===== src/rtl/overlay_ctrl_if.sv =====
// rtl/overlay_ctrl_if.sv - host, stream and overlay-side signal bundle for overlay_ctrl
//
// Groups every non-clock/reset signal of overlay_ctrl.
//   slave  : the sequencer's view (config/start/stream/result inputs, overlay drive outputs)
//   master : the driving side's view (host + overlay model)
// Config  : cfg_we, cfg_addr, cfg_inst, start, inst_cnt, compute_cycles
// Streams : s_data_v/s_data/s_data_rdy (operands in), m_data_v/m_data/m_data_last (results out)
// Overlay : inst_in_v/inst_in, din_overlay_v/din_overlay, load, dout_overlay_v/dout_overlay
// Status  : busy, done, err
interface overlay_ctrl_if #(
    parameter int DATA_WIDTH = 16,
    parameter int INST_WIDTH = 64,
    parameter int INST_DEPTH = 16
);
    localparam int AW = $clog2(INST_DEPTH);
    localparam int WW = 2 * DATA_WIDTH;

    logic                  cfg_we;
    logic [AW-1:0]         cfg_addr;
    logic [INST_WIDTH-1:0] cfg_inst;
    logic                  start;
    logic [AW:0]           inst_cnt;
    logic [15:0]           compute_cycles;
    logic                  s_data_v;
    logic [WW-1:0]         s_data;
    logic                  s_data_rdy;
    logic                  inst_in_v;
    logic [INST_WIDTH-1:0] inst_in;
    logic                  din_overlay_v;
    logic [WW-1:0]         din_overlay;
    logic                  load;
    logic                  dout_overlay_v;
    logic [WW-1:0]         dout_overlay;
    logic                  m_data_v;
    logic [WW-1:0]         m_data;
    logic                  m_data_last;
    logic                  busy;
    logic                  done;
    logic                  err;

    modport slave (
        input  cfg_we, cfg_addr, cfg_inst, start, inst_cnt, compute_cycles,
        input  s_data_v, s_data, dout_overlay_v, dout_overlay,
        output s_data_rdy, inst_in_v, inst_in, din_overlay_v, din_overlay, load,
        output m_data_v, m_data, m_data_last, busy, done, err
    );

    modport master (
        output cfg_we, cfg_addr, cfg_inst, start, inst_cnt, compute_cycles,
        output s_data_v, s_data, dout_overlay_v, dout_overlay,
        input  s_data_rdy, inst_in_v, inst_in, din_overlay_v, din_overlay, load,
        input  m_data_v, m_data, m_data_last, busy, done, err
    );
endinterface


===== src/rtl/overlay_ctrl.sv =====
// rtl/overlay_ctrl.sv - job sequencer for the PE-array overlay
//
// Runs one job per start: broadcast store[0..inst_cnt-1], stream PE_NUM operand
// words into the overlay, wait compute_cycles, pulse load, collect PE_NUM results.
// Ports:
//   clk  : sole clock, rising edge
//   rst  : asynchronous active-low reset (instruction store is not reset)
//   bus  : overlay_ctrl_if.slave, see the interface file for the signal list
// All outputs are registered and reset to 0.
module overlay_ctrl #(
    parameter int PE_NUM        = 8,
    parameter int DATA_WIDTH    = 16,
    parameter int INST_WIDTH    = 64,
    parameter int INST_DEPTH    = 16,
    parameter int DRAIN_TIMEOUT = 255
) (
    input  logic           clk,
    input  logic           rst,
    overlay_ctrl_if.slave  bus
);
    localparam int AW = $clog2(INST_DEPTH);
    localparam int WW = 2 * DATA_WIDTH;
    localparam int CW = $clog2(PE_NUM) + 1;
    localparam int TW = $clog2(DRAIN_TIMEOUT + 1);

    localparam logic [CW-1:0] LAST_WORD = CW'(PE_NUM - 1);
    localparam logic [TW-1:0] IDLE_MAX  = TW'(DRAIN_TIMEOUT);

    localparam logic [2:0] S_IDLE  = 3'd0;
    localparam logic [2:0] S_INST  = 3'd1;
    localparam logic [2:0] S_FEED  = 3'd2;
    localparam logic [2:0] S_WAIT  = 3'd3;
    localparam logic [2:0] S_LOAD  = 3'd4;
    localparam logic [2:0] S_DRAIN = 3'd5;
    localparam logic [2:0] S_DONE  = 3'd6;

    logic [2:0]            state;
    logic [AW:0]           inst_cnt_q;
    logic [AW:0]           inst_idx;
    logic [15:0]           compute_q;
    logic [15:0]           wait_cnt;
    logic [CW-1:0]         word_cnt;
    logic [TW-1:0]         idle_cnt;

    logic                  rdy_q;
    logic                  inst_v_q;
    logic [INST_WIDTH-1:0] inst_q;
    logic                  din_v_q;
    logic [WW-1:0]         din_q;
    logic                  load_q;
    logic                  m_v_q;
    logic [WW-1:0]         m_q;
    logic                  m_last_q;
    logic                  busy_q;
    logic                  done_q;
    logic                  err_q;

    logic [INST_WIDTH-1:0] store [INST_DEPTH];
    logic                  store_we;
    logic [INST_WIDTH-1:0] first_inst;

    assign store_we = bus.cfg_we && (state == S_IDLE);

    always_ff @(posedge clk) begin
        if (store_we) begin
            store[bus.cfg_addr] <= bus.cfg_inst;
        end
    end

    // Entry 0 is read on the start edge itself, so a write to address 0 in
    // that same cycle must be forwarded. Later entries are read at least one
    // edge after any IDLE write, so they come straight from the array.
    always_comb begin
        first_inst = store[0];
        if (store_we && (bus.cfg_addr == '0)) begin
            first_inst = bus.cfg_inst;
        end
    end

    always_ff @(posedge clk or negedge rst) begin
        if (!rst) begin
            state      <= S_IDLE;
            inst_cnt_q <= '0;
            inst_idx   <= '0;
            compute_q  <= '0;
            wait_cnt   <= '0;
            word_cnt   <= '0;
            idle_cnt   <= '0;
            rdy_q      <= 1'b0;
            inst_v_q   <= 1'b0;
            inst_q     <= '0;
            din_v_q    <= 1'b0;
            din_q      <= '0;
            load_q     <= 1'b0;
            m_v_q      <= 1'b0;
            m_q        <= '0;
            m_last_q   <= 1'b0;
            busy_q     <= 1'b0;
            done_q     <= 1'b0;
            err_q      <= 1'b0;
        end else begin
            // single-cycle strobes default low
            inst_v_q <= 1'b0;
            din_v_q  <= 1'b0;
            load_q   <= 1'b0;
            m_v_q    <= 1'b0;
            m_last_q <= 1'b0;
            done_q   <= 1'b0;

            case (state)
                S_IDLE: begin
                    if (bus.start) begin
                        inst_cnt_q <= bus.inst_cnt;
                        compute_q  <= bus.compute_cycles;
                        err_q      <= 1'b0;
                        busy_q     <= 1'b1;
                        word_cnt   <= '0;
                        wait_cnt   <= '0;
                        idle_cnt   <= '0;
                        if (bus.inst_cnt != '0) begin
                            state    <= S_INST;
                            inst_v_q <= 1'b1;
                            inst_q   <= first_inst;
                            inst_idx <= (AW+1)'(1);
                        end else begin
                            state <= S_FEED;
                            rdy_q <= 1'b1;
                        end
                    end
                end

                S_INST: begin
                    if (inst_idx < inst_cnt_q) begin
                        inst_v_q <= 1'b1;
                        inst_q   <= store[inst_idx[AW-1:0]];
                        inst_idx <= inst_idx + (AW+1)'(1);
                    end else begin
                        state <= S_FEED;
                        rdy_q <= 1'b1;
                    end
                end

                S_FEED: begin
                    if (bus.s_data_v && rdy_q) begin
                        din_v_q  <= 1'b1;
                        din_q    <= bus.s_data;
                        word_cnt <= word_cnt + CW'(1);
                        if (word_cnt == LAST_WORD) begin
                            rdy_q    <= 1'b0;
                            word_cnt <= '0;
                            if (compute_q == 16'd0) begin
                                state  <= S_LOAD;
                                load_q <= 1'b1;
                            end else begin
                                state <= S_WAIT;
                            end
                        end
                    end
                end

                S_WAIT: begin
                    if (wait_cnt == compute_q - 16'd1) begin
                        state    <= S_LOAD;
                        load_q   <= 1'b1;
                        wait_cnt <= '0;
                    end else begin
                        wait_cnt <= wait_cnt + 16'd1;
                    end
                end

                S_LOAD: begin
                    state    <= S_DRAIN;
                    idle_cnt <= '0;
                end

                S_DRAIN: begin
                    if (bus.dout_overlay_v) begin
                        m_v_q    <= 1'b1;
                        m_q      <= bus.dout_overlay;
                        idle_cnt <= '0;
                        word_cnt <= word_cnt + CW'(1);
                        if (word_cnt == LAST_WORD) begin
                            m_last_q <= 1'b1;
                            state    <= S_DONE;
                        end
                    end else begin
                        if (idle_cnt != IDLE_MAX) begin
                            idle_cnt <= idle_cnt + TW'(1);
                        end
                        // the edge that brings the counter to the limit ends the drain
                        if (idle_cnt >= IDLE_MAX - TW'(1)) begin
                            err_q <= 1'b1;
                            state <= S_DONE;
                        end
                    end
                end

                S_DONE: begin
                    // first DONE cycle raises done; the next returns to IDLE,
                    // so busy stays high alongside done and falls one cycle later
                    if (!done_q) begin
                        done_q <= 1'b1;
                    end else begin
                        state  <= S_IDLE;
                        busy_q <= 1'b0;
                    end
                end

                default: begin
                    state  <= S_IDLE;
                    busy_q <= 1'b0;
                    rdy_q  <= 1'b0;
                end
            endcase
        end
    end

    assign bus.s_data_rdy    = rdy_q;
    assign bus.inst_in_v     = inst_v_q;
    assign bus.inst_in       = inst_q;
    assign bus.din_overlay_v = din_v_q;
    assign bus.din_overlay   = din_q;
    assign bus.load          = load_q;
    assign bus.m_data_v      = m_v_q;
    assign bus.m_data        = m_q;
    assign bus.m_data_last   = m_last_q;
    assign bus.busy          = busy_q;
    assign bus.done          = done_q;
    assign bus.err           = err_q;
endmodule

===== src/flat_wrapper.sv =====
// flat-port wrapper written by rule: the top's interface ports become plain ports
module overlay_ctrl_flat 
#(
    parameter int PE_NUM        = 8,
    parameter int DATA_WIDTH    = 16,
    parameter int INST_WIDTH    = 64,
    parameter int INST_DEPTH    = 16,
    parameter int DRAIN_TIMEOUT = 255
)
  (clk, rst, bus_cfg_we, bus_cfg_addr, bus_cfg_inst, bus_start, bus_inst_cnt, bus_compute_cycles, bus_s_data_v, bus_s_data, bus_dout_overlay_v, bus_dout_overlay, bus_s_data_rdy, bus_inst_in_v, bus_inst_in, bus_din_overlay_v, bus_din_overlay, bus_load, bus_m_data_v, bus_m_data, bus_m_data_last, bus_busy, bus_done, bus_err);
  overlay_ctrl_if #(.DATA_WIDTH(DATA_WIDTH), .INST_WIDTH(INST_WIDTH), .INST_DEPTH(INST_DEPTH)) bus_i ();
  input  logic clk;
  input  logic rst;
  input wire logic [$bits(bus_i.cfg_we)-1:0] bus_cfg_we;
  input wire logic [$bits(bus_i.cfg_addr)-1:0] bus_cfg_addr;
  input wire logic [$bits(bus_i.cfg_inst)-1:0] bus_cfg_inst;
  input wire logic [$bits(bus_i.start)-1:0] bus_start;
  input wire logic [$bits(bus_i.inst_cnt)-1:0] bus_inst_cnt;
  input wire logic [$bits(bus_i.compute_cycles)-1:0] bus_compute_cycles;
  input wire logic [$bits(bus_i.s_data_v)-1:0] bus_s_data_v;
  input wire logic [$bits(bus_i.s_data)-1:0] bus_s_data;
  input wire logic [$bits(bus_i.dout_overlay_v)-1:0] bus_dout_overlay_v;
  input wire logic [$bits(bus_i.dout_overlay)-1:0] bus_dout_overlay;
  output wire logic [$bits(bus_i.s_data_rdy)-1:0] bus_s_data_rdy;
  output wire logic [$bits(bus_i.inst_in_v)-1:0] bus_inst_in_v;
  output wire logic [$bits(bus_i.inst_in)-1:0] bus_inst_in;
  output wire logic [$bits(bus_i.din_overlay_v)-1:0] bus_din_overlay_v;
  output wire logic [$bits(bus_i.din_overlay)-1:0] bus_din_overlay;
  output wire logic [$bits(bus_i.load)-1:0] bus_load;
  output wire logic [$bits(bus_i.m_data_v)-1:0] bus_m_data_v;
  output wire logic [$bits(bus_i.m_data)-1:0] bus_m_data;
  output wire logic [$bits(bus_i.m_data_last)-1:0] bus_m_data_last;
  output wire logic [$bits(bus_i.busy)-1:0] bus_busy;
  output wire logic [$bits(bus_i.done)-1:0] bus_done;
  output wire logic [$bits(bus_i.err)-1:0] bus_err;
  assign bus_i.cfg_we = bus_cfg_we;
  assign bus_i.cfg_addr = bus_cfg_addr;
  assign bus_i.cfg_inst = bus_cfg_inst;
  assign bus_i.start = bus_start;
  assign bus_i.inst_cnt = bus_inst_cnt;
  assign bus_i.compute_cycles = bus_compute_cycles;
  assign bus_i.s_data_v = bus_s_data_v;
  assign bus_i.s_data = bus_s_data;
  assign bus_i.dout_overlay_v = bus_dout_overlay_v;
  assign bus_i.dout_overlay = bus_dout_overlay;
  assign bus_s_data_rdy = bus_i.s_data_rdy;
  assign bus_inst_in_v = bus_i.inst_in_v;
  assign bus_inst_in = bus_i.inst_in;
  assign bus_din_overlay_v = bus_i.din_overlay_v;
  assign bus_din_overlay = bus_i.din_overlay;
  assign bus_load = bus_i.load;
  assign bus_m_data_v = bus_i.m_data_v;
  assign bus_m_data = bus_i.m_data;
  assign bus_m_data_last = bus_i.m_data_last;
  assign bus_busy = bus_i.busy;
  assign bus_done = bus_i.done;
  assign bus_err = bus_i.err;
  overlay_ctrl #(.PE_NUM(PE_NUM), .DATA_WIDTH(DATA_WIDTH), .INST_WIDTH(INST_WIDTH), .INST_DEPTH(INST_DEPTH), .DRAIN_TIMEOUT(DRAIN_TIMEOUT)) u_core (.clk(clk), .rst(rst), .bus(bus_i));
endmodule

===== config.mk =====
export PLATFORM = sky130hd
export DESIGN_NAME = overlay_ctrl_flat
export DESIGN_NICKNAME = d
export VERILOG_FILES = /design/src/rtl/overlay_ctrl_if.sv /design/src/rtl/overlay_ctrl.sv /design/src/flat_wrapper.sv
export SDC_FILE = /design/constraint.sdc
export NUM_CORES = 1
export LEC_CHECK = 0
export ABC_AREA = 1
export ABC_CLOCK_PERIOD_IN_PS = 5100
export BUFFER_PORTS_ARGS = -buffer_cell sky130_fd_sc_hd__buf_2
export CAP_MARGIN = 0
export CORE_MARGIN = 3
export CORE_UTILIZATION = 30
export CTS_CLUSTER_SIZE = 40
export DETAILED_ROUTE_END_ITERATION = 7
export PLACE_DENSITY_LB_ADDON = 0.15
export SYNTH_ARGS = -nofsm -noshare
export SYNTH_HDL_FRONTEND = slang
export SYNTH_SLANG_ARGS = --single-unit

===== constraint.sdc =====
create_clock -name clk -period 5.1 [get_ports clk]
set_clock_uncertainty 0.1 [all_clocks]
set_input_delay 1.02 -clock clk [delete_from_list [all_inputs] [get_ports clk]]
set_output_delay 1.02 -clock clk [all_outputs]
set_load 0.01 [all_outputs]

# Yosys cells after proc, flatten, opt, wreduce, memory -nomap -nowiden
# Memories as Yosys holds them, arrays and structs flattened.
# Cells that the tools add are included.
[totals]
register_bits = 194
ramBits = 1024
out_inout_bits = 137
input_bits = 159
word_cells = 144
mem_count = 1
[mem_list]
columns = ["name", "depth", "word_bits", "read_ports", "rd_clocked_by_memory_dff", "wr", "line", "text"]
rows = [
  ["u_core.store", 16, 64, 2, 0, 1, "overlay_ctrl.sv:58", "logic [INST_WIDTH-1:0] store [INST_DEPTH];"],
]
[op_classes]
eq_ne = 24
n_mux = 66
bitwise = 2
addsub = 5
n_reduce_logical = 25
n_lt_le_gt_ge = 2
[op_table]
columns = ["op", "count"]
rows = [
  ["two-way mux 64 bit", 4],
  ["case mux 64 bit (2 select lines)", 1],
  ["two-way mux 16 bit", 2],
  ["case mux 16 bit (2 select lines)", 1],
  ["two-way mux 3 bit", 10],
  ["two-way mux 1 bit", 28],
  ["two-way mux 8 bit", 3],
  ["case mux 8 bit (3 select lines)", 1],
  ["case mux 3 bit (7 select lines)", 1],
  ["adder 16 x 1 -> 16 bit, second input constant", 1],
  ["equality test 16 bit", 1],
  ["zero test 16 bit", 1],
  ["two-way mux 4 bit", 4],
  ["subtractor 16 x 1 -> 16 bit, second input constant", 1],
  ["two-way mux 5 bit", 3],
  ["!= test 2 x 1 -> 1 bit, second input constant", 6],
  ["!= test 2 bit, second input constant", 6],
  ["case mux 4 bit (3 select lines)", 1],
  ["AND reduction 4 bit", 3],
  ["case mux 5 bit (2 select lines)", 1],
  ["equality test 3 bit, second input constant", 3],
  ["!= test 3 x 2 -> 1 bit, second input constant", 3],
  ["adder 8 x 1 -> 8 bit, second input constant", 1],
  ["greater-or-equal comparator 8 bit, second input constant", 1],
  ["24 further kinds", 37],
]

# Longest topological paths before layout
# Gate-level depths: netlist of run 1.
[logic_depth]
ltp_word = 7
ltp_mapped = 16
depth_no_buf = 16

# Least setup slack after synthesis of run 1
# Ideal clock, no wire load.
[synth_path]
kind = "input-to-reg"
from = "input bus_cfg_addr[2]"
to = "memory u_core.store[5][0], enable pin"
n_path_buf = 0
setup_ns = 0.486
required_ns = 4.514
path_slack_ns = 0.462
arrival_time_ns = 4.051
stages = 3
cell_sequence = "inv_1 > or2_2 > nor2_1"
[synth_rtl]
columns = ["item", "line", "text"]
rows = [
  ["start: declaration", "flat_wrapper.sv:15", "input wire logic [$bits(bus_i.cfg_addr)-1:0] bus_cfg_addr;"],
  ["end: declaration", "overlay_ctrl.sv:58", ""],
]
# Straight into the memory's write port.

# Worst setup path after layout of run 1
[layout_path]
from = "register u_core.inst_idx[0]"
to = "register u_core.inst_q[52], in the netlist u_core.bus.inst_in[52]"
[layout_via]
elab_chain_cells = 3
elab_cells_between_ends = 6
classes_between = "order compare (1); eq/ne (1); mux (2); reduce/logical (1); memory (1)"
[layout_lines]
columns = ["item", "line", "text"]
rows = [
  ["start: declaration", "overlay_ctrl.sv:39", "logic [AW:0] inst_idx;"],
  ["start signal: assignment", "overlay_ctrl.sv:124", "inst_idx <= (AW+1)'(1);"],
  ["start signal: assignment", "overlay_ctrl.sv:136", "inst_idx <= inst_idx + (AW+1)'(1);"],
  ["memory read (16 x 64 bit) or < comparator 5 bit (tied branches)", "n/a", ""],
  ["two-way mux 64 bit or != test 2 x 1 -> 1 bit (tied branches)", "n/a", ""],
  ["case mux 64 bit (2 select lines) or AND reduction 4 bit (tied branches)", "n/a", ""],
  ["end signal: assignment", "overlay_ctrl.sv:123", "inst_q <= first_inst;"],
  ["end signal: assignment", "overlay_ctrl.sv:135", "inst_q <= store[inst_idx[AW-1:0]];"],
  ["end: declaration", "overlay_ctrl.sv:47", "logic [INST_WIDTH-1:0] inst_q;"],
]
# Several ways; a longest one is shown, not always the timed one. The select of a mux whose other input is x is not followed.
# A chain may end at the register's enable or synchronous reset.

==> results of run 1 <==
-- per-stage QoR --
step / setup slack (ns) / std cells
floorplan: 0.462 / 4172
global placement: 1.81 / 6437
detailed placement: 1.77 / 6437
CTS: 1.76 / 6697
global route: 1.50 / 6700
finish: 1.78 / 6703
-- worst max-delay path by stage --
stage	from	slack, ns	cells after the start	to
after floorplan	bus_cfg_addr[2]	0.46	3	u_core.store[5][0]$_DFFE_PP_
after global placement	bus_inst_cnt[1]	1.81	9	u_core.bus.inst_in[2]$_DFFE_PN0P_
after detailed placement	bus_inst_cnt[1]	1.77	9	u_core.bus.inst_in[12]$_DFFE_PN0P_
after CTS	u_core.inst_idx[0]$_DFFE_PN0P_	1.76	7	u_core.bus.inst_in[52]$_DFFE_PN0P_
after global routing	u_core.inst_idx[0]$_DFFE_PN0P_	1.50	8	u_core.bus.inst_in[52]$_DFFE_PN0P_
final	u_core.inst_idx[0]$_DFFE_PN0P_	1.78	7	u_core.bus.inst_in[52]$_DFFE_PN0P_
-- layout by cell type, fill, tap and decap left out, types with 9 or more instances in the layout --
master / instances
inv_1: 120
o211ai_1: 111
a21oi_1: 114
nor2_1: 586
o22ai_1: 138
ha_1: 11
nand2_1: 592
clkinv_2: 11
buf_2: 294
clkinv_1: 15
nor3_1: 14
clkbuf_8: 11
xor2_1: 19
edfxtp_1: 1024
o21ai_0: 638
buf_4: 39
nor2_4: 22
nand3_1: 133
inv_2: 9
dfrtp_1: 191
nand4_1: 29
o221ai_1: 12
buf_12: 17
clkbuf_1: 61
o21ai_1: 80
clkbuf_16: 143
-- registers in the layout, summed over array words and instances, names as in the netlist, 3 cells and up --
signal / count
u_core.bus.inst_in: 64
u_core.bus.m_data: 32
u_core.inst_idx: 5
u_core.inst_cnt_q: 5
u_core.wait_cnt: 16
u_core.word_cnt: 4
u_core.compute_q: 16
u_core.state: 3
u_core.store: 1024
u_core.idle_cnt: 8
u_core.bus.din_overlay: 32
-- per-layer routing --
layer  routed length (um)  GRT usage  vias to the layer above
met2                63900      0.257                      838
li1                     -          -                    15476
met5                   17          0                        -
met1                68800      0.240                    16304
met4                 3330     0.0457                        2
met3                 8200     0.0338                      212
-- logic make-up (layout without fill, tap and decap cells) --
| group | count (synthesis) | count (layout) | synth area share |
|---|---|---|---|
| compound gates | 1115 | 1115 | 0.124 |
| xor+xnor | 27 | 27 | 0.00478 |
| fa+ha+maj | 11 | 11 | 0.00278 |
| buf+inv | 399 | 749 | 0.0347 |
| flops | 1218 | 1218 | 0.719 |
| other cells | 0 | 6 | 0 |
| simple gates | 1402 | 1402 | 0.114 |
-- power by group through the flow --
stage / registers [W] / logic, W / clock network [W]
finish: 0.0123 / 0.00875 / 0.00991
global placement: 0.0125 / 0.00886 / 0
detailed placement: 0.0125 / 0.00888 / 0
CTS: 0.0123 / 0.00892 / 0.0102
floorplan: 0.0124 / 0.00568 / 0
global route: 0.0124 / 0.00992 / 0.0106
-- area by class of cell --
cell class,count,area share
flip-flops and latches,1218,0.615
multi-input cells,2555,0.213
clock buffers,215,0.0684
well taps,2175,0.0470
repair buffers,351,0.0366
clock inverters,45,0.0100
inverters,138,0.00943
diodes,6,0.000259
==> results.md, run 1 <==
- CTS sink cnt: 1218
- Final GP Congestion: 0.779
- Height of the chip: 412 um
- Setup violators final: 0
- Initial Util: 0.303
- Final hold vios: 0
- Psw: 0.0110 W
- Number of synthesized flops with an enable pin: 1024
- TritonCTS clock tree: done
- GR Util All Layers: 0.167
- Worst setup path class: register to register
- RSZ-0062 raised after global routing: false
- Clock Tree Root: clkbuf_16
- Max IR drop VDD: 386 uV
- Total chip power: 0.0310 W
- Worst setup EP type: register
- Number of global-route vias before repair: 32.1k
- Final ANT Viol Nets: 0
- Max-cap violations: 0
- Syn_nets: 4342
- Worst-path cell with the longest stage delay: dfrtp_4
- Fin util: 0.354
- Finished Cell Area: 57900 um^2
- Startpoint Class: register
- Status: completed
- Via density: 4.90
- Min-Delay Path Class: input pin to asynchronous set/reset pin
- Syn-to-layout area delta: 16.9%
- Number of I/O pins: 296
- Drt first-iter violations: 2602
- Critical-path maximum fanout: 119
- Area of the multi-input gates: 12300 um^2
- DR WL/cell: 21.5 um
- Final worst-path cycle share: 0.651
- Pre-antenna DRT Iters: 5
- WP data arrival: 3.82 ns
- Residual DRC count: 0
- Total gr overflow: 0
- CP peak stage delay: 0.94 ns
- Most common cell in the netlist: edfxtp_1
- Min Tclk post-route: 3.32 ns
- Top delay family on crit path: buffers and inverters
- Core Rows: 148
- Avg Cell Area, Syn: 11.9 um^2
- Slew Limit Fails: 0
- Gate count after technology mapping: 4172
- Post-synthesis cell type count: 50
- Actual slew at the worst max-slew pin: 1.11 ns
- Pin count of the biggest net entering global routing: 200
- Hold WS: 0.201 ns
- Die Wd: 412 um
- Clk_lat worst skew: 0.77 ns
- Synth top area share: 0.621
- Yosys reg bits: 1218
- Via count: 32.8k
- Worst reg2reg path startpoint: u_core.inst_idx[0]$_DFFE_PN0P_
- Fill cell count: 16.2k
- FMAX: 0.301 GHz
- Internal power: 0.0199 W
- Post-synth top area cell: edfxtp_1
- Share of layout cells above drive strength 1: 0.133
- Worst-path clk slew: 0.06 ns
- DP Area: 53300 um^2
- Reg-to-reg slack, setup: 1.78 ns
- Die ar.: 170000 um^2
- Required time worst endpoint: 5.60 ns
- CP bufs+invs: 2
- Setup Fix Bufs, Post-CTS: 0
- Area of the core: 163000 um^2
- Sequential share of power: 0.398
- Hold Buf Count CTS: 0
- Yosys warnings: 0
- Initial antenna violation count: 20
- Nets: 4575
- Reg2Reg Capture Point: u_core.bus.inst_in[52]$_DFFE_PN0P_
- Final WL: 144000 um
- R2r worst-path depth: 7
- Setup TNS: 0 ns
- Net Sw Frac: 0.356
- Combinational share of power: 0.282
- First-pass GRT wire length: 215000 um
- Hpwl dp: 80800 um
- Leading post-synthesis cells by cell area: edfxtp_1 (62%), dfrtp_1 (9.8%), o21ai_0 (6.5%)
- Rel. slew slack: 0.259
- Worst path cell trace: inv_8, nand2_1, nand4_1, o2111ai_2, nand2_2, inv_6, o21ai_1
- Cell area after synthesis: 49500 um^2
- Post-synth top cells: edfxtp_1 (1024), o21ai_0 (638), nor2_1 (604), nand2_1 (592), dfrtp_1 (194)
- P per Cell Area: 535 nW/um^2
- Register area share after synthesis: 0.719
- H-tree depth: 4
- Post-synth ARST share: 0.159
- CTS Buf Count: 141
- Clock Path Buffers: 3
- Clock Power Share: 0.320
- Main synth FF type: edfxtp_1
- PostCTS Resize Cnt: 0
- Pleak: 20.3 nW
- PortBufs: 295
- Sequential cell area: 35600 um^2
(Power assumes the default switching activity.)
==> inputs of run 2 (changes only) <==
- ABC_CLOCK_PERIOD_IN_PS: 5100 -> 3400
- clock period: 5.1 -> 3.4 ns (I/O delays scaled with it)
==> run 2 against run 1 <==
  * Count of clock-buffer cells in the layout decreased by 31
  * Flip-flop and latch count unchanged
  * Cell count increased by 1.4%
==> results.md, run 2 (synthesis gave the netlist of run 1 again) <==
- Most frequent cells in the layout: edfxtp_1 (1024), o21ai_0 (638), nand2_1 (592)
- Clk_lat worst skew: 0.76 ns (about the same)
- CP bufs+invs: 3 (+1)
- Setup slack after layout: 0.620 ns (-1.16 ns)
- Number of global-route vias before repair: 32.8k (+2.1%)
- Max IR drop VDD: 557 uV (+44%)
- Final ANT Viol Nets: 0 (unchanged)
- Min-Delay Path Class: input pin to register
- PortBufs: 295 (unchanged)
- H-tree depth: 4 (unchanged)
- Final worst-path cycle share: 0.818 (+0.166)
- Actual slew at the worst max-slew pin: 1.18 ns (+0.0643 ns)
- Combinational share of power: 0.293 (+0.011)
- Syn-to-layout area delta: 19.5%
- Max-cap violations: 0 (unchanged)
- Share of layout cells above drive strength 1: 0.138 (+0.00481)
- Number of I/O pins: 296 (unchanged)
- Fill cell count: 16.1k (-0.62%)
- Die Wd: 412 um (unchanged)
- Core Rows: 148 (unchanged)
- Worst path cell trace: inv_4, nand2_4, nor2_8, nand2_1, inv_1, nand3_1, nor2_4, buf_12
- Max FFs per register: 1024 (unchanged)
- Setup violators final: 0 (unchanged)
- Rel. slew slack: 0.216 (-0.0429)
- Fin util: 0.362 (+0.00775)
- Initial antenna violation count: 22 (+10%)
- Clock Tree Root: clkbuf_16
- Via density: 4.94 (+0.83%)
- First-pass GRT wire length: 223000 um (+3.6%)
- Psw: 0.0168 W (+52%)
- Worst-path cell with the longest stage delay: dfrtp_1
- Placed Instances: 6474 (+0.57%)
- Min Tclk post-route: 2.78 ns (-0.543 ns)
- Drt first-iter violations: 2539 (-2.4%)
- FMAX: 0.360 GHz (+20%)
- CP peak stage delay: 0.45 ns (-0.49 ns)
- Most common cell after layout, fill and taps aside: edfxtp_1
- Critical-path maximum fanout: 64 (-46%)
- Worst setup path class: register to register
- CTS Buf Count: 140 (-0.71%)
- RSZ-0062 raised after global routing: false
- Slew Limit Fails: 0 (unchanged)
- GR Util All Layers: 0.175 (+0.00721)
- WP data arrival: 3.07 ns (-0.75 ns)
- TritonCTS clock tree: done
- Sequential cell area: 35600 um^2 (unchanged)
- P per Cell Area: 798 nW/um^2 (+49%)
- Final Non-Filler Cells: 6795 (+1.4%)
- Final GP Congestion: 0.776 (-0.40%)
- Setup slack at placement: 0.582 ns (-1.19 ns)
- Required time worst endpoint: 3.69 ns (-1.91 ns)
- Worst setup EP type: register
- Hold WS: 0.0780 ns (-0.123 ns)
- Via count: 33.6k (+2.2%)
- DR WL/cell: 22.2 um (+3.2%)
- Sequential share of power: 0.390 (-0.008)
- Clock Path Buffers: 3 (unchanged)
- Area of the multi-input gates: 12300 um^2 (unchanged)
- Pre-antenna DRT Iters: 6 (+1)
- Final hold vios: 0 (unchanged)
- Startpoint Class: register
- Setup Fix Bufs, Post-CTS: 0 (unchanged)
- Clock Power Share: 0.317 (-0.003)
- Top delay family on crit path: simple AND/OR/NAND/NOR gates
- Height of the chip: 412 um (unchanged)
- Net Sw Frac: 0.355 (-0.00116)
- Pleak: 20.8 nW (+2.7%)
- Reg with most FFs: u_core.store
- Area of the core: 163000 um^2 (unchanged)
- Internal power: 0.0305 W (+53%)
- Status: completed
- Total gr overflow: 0 (unchanged)
- CTS sink cnt: 1218 (unchanged)
- Die ar.: 170000 um^2 (unchanged)
- Hpwl dp: 84400 um (+4.4%)
- Worst-path clk slew: 0.06 ns (about the same)
- Residual DRC count: 0 (unchanged)
- Final WL: 151000 um (+4.6%)
- Nets: 4677 (+2.2%)
- Pin count of the biggest net entering global routing: 159 (-21%)
- Initial Util: 0.303 (unchanged)
run 2: changes by cell type in the layout (fill, tap and decap cells not counted), moves of 3 or more:
cell           before  now
dlygate4sd3_1       0   66
inv_16              6    3
buf_12             17   44
clkbuf_1           61   39
clkbuf_8           11    3
diode_2             6    2
bufinv_16           5   11
buf_4              39   49
clkinv_1           15   32
run 2: final timing paths:
kind / from / slack, ns / cells after the start / endpoint
worst min register to register: u_core.bus.m_data[7]$_DFFE_PN0P_ / 0.36 / 2 / u_core.bus.m_data[7]$_DFFE_PN0P_
worst min-delay path: bus_inst_cnt[0] / 0.08 / 3 / u_core.inst_cnt_q[0]$_DFFE_PN0P_
min in group asynchronous: rst / 0.31 / 2 / u_core.compute_q[10]$_DFFE_PN0P_
worst max-delay path: u_core.state[0]$_DFFE_PN0P_ / 0.62 / 8 / u_core.store[3][53]$_DFFE_PP_
worst max register to register: u_core.state[0]$_DFFE_PN0P_ / 0.62 / 8 / u_core.store[3][53]$_DFFE_PP_
max in group asynchronous: rst / 2.05 / 3 / u_core.bus.m_data[19]$_DFFE_PN0P_
run 2: cell type report:
type	instances	area share
sequential	1218	0.602
tap	2175	0.0460
timing repair buffer	454	0.0574
antenna	2	0.0000846
clock inverter	69	0.0135
inverter	138	0.00923
multi-input combinational	2555	0.208
clock buffer	184	0.0633
run 2: timing repair:
action / 4_1_cts / 5_1_grt
hold endpoints to repair: 93 / 0
gates resized for setup: 0 / 0
hold buffers: 66 / 0
run 2: layer usage:
layer | GRT usage | vias to the layer above | routed length [um]
met3 | 0.0312 | 194 | 7620
met4 | 0.0349 | 10 | 2290
met5 | 0 | - | 56
li1 | - | 15676 | -
met1 | 0.248 | 16835 | 71200
met2 | 0.280 | 843 | 69600
run 2: power groups by stage:
stage | registers, W | clock network (W) | logic, W
after floorplan | 0.0187 | 0 | 0.00852
after global placement | 0.0187 | 0 | 0.0140
after detailed placement | 0.0187 | 0 | 0.0140
after CTS | 0.0184 | 0.0154 | 0.0141
after global routing | 0.0185 | 0.0160 | 0.0156
final | 0.0184 | 0.0150 | 0.0138
run 2: tightest hold or removal path, cell delays in order:
cell and delay [ns]:
buf_2 0.10, nand2_1 0.07, nand2_1 0.06
run 2: metrics by stage:
| step | total power (W) | setup TNS [ns] | instance area [um^2] |
|---|---|---|---|
| 6_report | 0.0472 | 0 | 59100 |
| 5_1_grt | 0.0501 | 0 | 59100 |
| 4_1_cts | 0.0479 | 0 | 59100 |
| 3_5_place_dp | 0.0327 | 0 | 53900 |
| 3_3_place_gp | 0.0327 | 0 | 53900 |
| 2_1_floorplan | 0.0272 | -866.84 | 49500 |
==> inputs of run 3 (changes only) <==
- ABC_AREA: 1 -> 0
- ABC_CLOCK_PERIOD_IN_PS: 3400 -> 2570
- clock period: 3.4 -> 2.57 ns (I/O delays scaled with it)
==> run 3 against run 2 <==
  * The flow now finishes with violations (setup timing)
  * Register-to-register slack worse by 0.77 ns
  * Critical path depth increased by 3
  * Clock power grew 35%
  * Design area grew 4.6%
  * Highest routed layer unchanged
  * Critical path type unchanged
  * Die area decreased by 2.5%
==> results.md, run 3 <==
- Critical-path maximum fanout: 8 (-88%)
- Drt first-iter violations: 2307 (-9.1%)
- R2r worst-path depth: 11 (+3)
- Core Rows: 146 (-1.4%)
- Clock Tree Root: clkbuf_16
- Total chip power: 0.0590 W (+25%)
- Hpwl dp: 79000 um (-6.4%)
- Startpoint Class: register
- Reg-to-reg slack, setup: -0.15 ns (-0.77 ns)
- Leading post-synthesis cells by cell area: edfxtp_1 (64%), mux4_2 (15%), dfrtp_1 (10%)
- CTS Buf Count: 139 (-0.71%)
- TritonCTS clock tree: done
- Finished Cell Area: 61900 um^2 (+4.6%)
- PortBufs: 295 (unchanged)
- Initial antenna violation count: 15 (-32%)
- H-tree depth: 4 (unchanged)
- GR Util All Layers: 0.159 (-0.0155)
- Required time worst endpoint: 3.10 ns (-0.59 ns)
- Worst setup path class: register to register
- Placed Instances: 5015 (-23%)
- Max IR drop VDD: 875 uV (+57%)
- Worst-path clk slew: 0.06 ns (about the same)
- Status: finished with violations
- Syn_nets: 2666 (-39%)
- Pre-antenna DRT Iters: 5 (-1)
- Yosys warnings: 0 (unchanged)
- DR WL/cell: 24.2 um (+9.1%)
- CP peak stage delay: 0.40 ns (-0.05 ns)
- Gate count after technology mapping: 2496 (-40%)
- Die Wd: 407 um (-1.3%)
- Most common cell after layout, fill and taps aside: edfxtp_1
- Setup slack after layout: -0.152 ns (-0.773 ns)
- Residual DRC count: 0 (unchanged)
- Nets: 3373 (-28%)
- Total gr overflow: 0 (unchanged)
- First-pass GRT wire length: 191000 um (-14%)
- Min-Delay Path Class: input pin to asynchronous set/reset pin
- Number of synthesized flops with an enable pin: 1024 (unchanged)
- DP Area: 54800 um^2 (+1.6%)
- Pleak: 21.6 nW (+3.8%)
- Reg2Reg Capture Point: u_core.bus.inst_in[28]$_DFFE_PN0P_
- Post-synth ARST share: 0.159 (unchanged)
- Register area share after synthesis: 0.738 (+0.0189)
- Via count: 26.3k (-21%)
- Max FFs per register: 1024 (unchanged)
- Cell area after synthesis: 48200 um^2 (-2.6%)
- Setup violators final: 67 (+67)
- Slew Limit Fails: 0 (unchanged)
- Number of global-route vias before repair: 27.9k (-15%)
- Rel. slew slack: 0.484 (+0.267)
- Share of layout cells above drive strength 1: 0.360 (+0.222)
- Clock Path Buffers: 3 (unchanged)
- Post-synth top area cell: edfxtp_1
- Most common cell in the netlist: edfxtp_1
- Worst reg2reg path startpoint: u_core.state[2]$_DFFE_PN0P_
- RSZ-0062 raised after global routing: true
- Min Tclk post-route: 2.72 ns (-0.0574 ns)
- Most frequent cells in the layout: edfxtp_1 (1024), mux4_2 (320), buf_2 (294)
- P per Cell Area: 953 nW/um^2 (+19%)
- Pin count of the biggest net entering global routing: 129 (-19%)
- Worst-path cell with the longest stage delay: dfrtp_1
- Post-synth top cells: edfxtp_1 (1024), mux4_2 (320), nand2_1 (207), dfrtp_1 (194), nor2_1 (113)
- FMAX: 0.367 GHz (+2.1%)
- Fin util: 0.389 (+0.0267)
- Final Non-Filler Cells: 5474 (-19%)
- Initial Util: 0.303 (about the same)
- Final WL: 132000 um (-12%)
- CTS sink cnt: 1218 (unchanged)
- Area of the core: 159000 um^2 (-2.6%)
- Worst path cell trace: nor4b_4, buf_4, or3b_4, nor3_4, buf_6, buf_16, buf_16, mux2i_1, nor2_1, a21oi_1, o21ai_1
- Die ar.: 166000 um^2 (-2.5%)
- Main synth FF type: edfxtp_1
- Clk_lat worst skew: 0.79 ns (+0.03 ns)
- Via density: 4.81 (-2.5%)
- Reg with most FFs: u_core.store
- Post-synthesis cell type count: 59 (+18%)
- Actual slew at the worst max-slew pin: 0.774 ns (-0.401 ns)
- Worst setup EP type: register
- Final GP Congestion: 0.797 (+2.7%)
- Most used cell, CP: buf_16
- Max-cap violations: 0 (unchanged)
- Number of I/O pins: 296 (unchanged)
- Final ANT Viol Nets: 0 (unchanged)
- Avg Cell Area, Syn: 19.3 um^2 (+63%)
- Synth top area share: 0.638 (+0.0164)
- Syn-to-layout area delta: 28.3%
- Fill cell count: 14.3k (-11%)
- Yosys reg bits: 1218 (unchanged)
- Final hold vios: 0 (unchanged)
- Failing checks: setup timing
- WP data arrival: 3.25 ns (+0.18 ns)
- Height of the chip: 407 um (-1.3%)
- Final worst-path cycle share: 1.06 (+0.242)
- Hold WS: 0.166 ns (+0.0880 ns)
run 3: cell count changes in the layout (fill, tap and decap cells not counted), moves of 40 or more:
| cell | before | now |
|---|---|---|
| o21ai_0 | 638 | 46 |
| inv_1 | 120 | 13 |
| mux2i_1 | 0 | 64 |
| buf_4 | 49 | 133 |
| mux4_2 | 0 | 320 |
| o22ai_1 | 138 | 2 |
| buf_12 | 44 | 96 |
| nand3_1 | 133 | 12 |
| nand2_1 | 592 | 207 |
| dlygate4sd3_1 | 66 | 151 |
| o211ai_1 | 111 | 0 |
| mux2_2 | 0 | 46 |
| nor2_1 | 586 | 100 |
| a21oi_1 | 114 | 74 |
run 3: area by class of cell:
class	count	area, um^2	area share
flip-flops and latches	1218	35600	0.576
multi-input cells	1125	12300	0.199
repair buffers	704	6410	0.104
clock buffers	186	3770	0.0610
well taps	2146	2690	0.0434
clock inverters	73	993	0.0161
inverters	15	56.3	0.000910
diodes	7	17.5	0.000283
run 3: cell families (layout without fill, tap and decap cells):
family / Yosys count / in the layout / synth area share
adder cells (fa/ha/maj): 11 / 11 / 0.00285
AND/OR/NAND/NOR: 437 / 437 / 0.0413
buffers and inverters: 153 / 978 / 0.0138
flip-flops: 1218 / 1218 / 0.738
XOR/XNOR: 33 / 33 / 0.00599
AO/OA/AOI/OAI: 211 / 211 / 0.0238
multiplexers: 433 / 433 / 0.174
other: 0 / 7 / 0
run 3: metal layers:
layer / wire length (um) / global-route usage / vias to the layer above
met2: 64500 / 0.264 / 699
met4: 2560 / 0.0400 / 8
li1: - / - / 11467
met5: 46 / 0 / -
met1: 58200 / 0.213 / 13981
met3: 7170 / 0.0343 / 194
run 3: critical path, delay by kind of cell, from the launching register on:
| kind | cells | cell delay [ns] |
|---|---|---|
| DFF | 1 | 0.40 |
| buffers and inverters | 4 | 0.71 |
| and+or+nand+nor | 4 | 0.87 |
| AOI/OAI and AO/OA | 2 | 0.22 |
| muxes | 1 | 0.20 |
run 3: repair_timing:
action,4_1_cts,5_1_grt
setup buffers,5,33
resized for setup,32,68
setup endpoints to repair,85,85
gates cloned,2,4
pin swaps,14,6
hold endpoints to repair,1197,0
hold buffers,151,0
run 3: how the worst max path moves through the flow:
| stage | start | to | slack (ns) | depth (start not counted) |
|---|---|---|---|---|
| 2_1_floorplan | u_core.state[0]$_DFFE_PN0P_ | u_core.store[2][0]$_DFFE_PP_ | -0.69 | 4 |
| 3_3_place_gp | bus_cfg_we | u_core.bus.inst_in[44]$_DFFE_PN0P_ | -0.36 | 10 |
| 3_5_place_dp | bus_cfg_we | u_core.bus.inst_in[44]$_DFFE_PN0P_ | -0.37 | 10 |
| 4_1_cts | u_core.state[2]$_DFFE_PN0P_ | u_core.bus.inst_in[28]$_DFFE_PN0P_ | -0.09 | 10 |
| 5_1_grt | u_core.state[2]$_DFFE_PN0P_ | u_core.bus.inst_in[41]$_DFFE_PN0P_ | -0.25 | 11 |
| 6_report | u_core.state[2]$_DFFE_PN0P_ | u_core.bus.inst_in[28]$_DFFE_PN0P_ | -0.15 | 11 |
run 3: power breakdown:
part           switching, W  internal [W]
clock               0.00837        0.0118
combinational       0.00747       0.00779
sequential         0.000997        0.0225
run 3: per-stage QoR:
| stage | setup TNS (ns) | setup slack, ns |
|---|---|---|
| floorplan | -223.87 | -0.686 |
| global placement | -17.94 | -0.358 |
| detailed placement | -24.83 | -0.373 |
| CTS | -2.25 | -0.0881 |
| global route | -13.33 | -0.245 |
| finish | -4.42 | -0.152 |
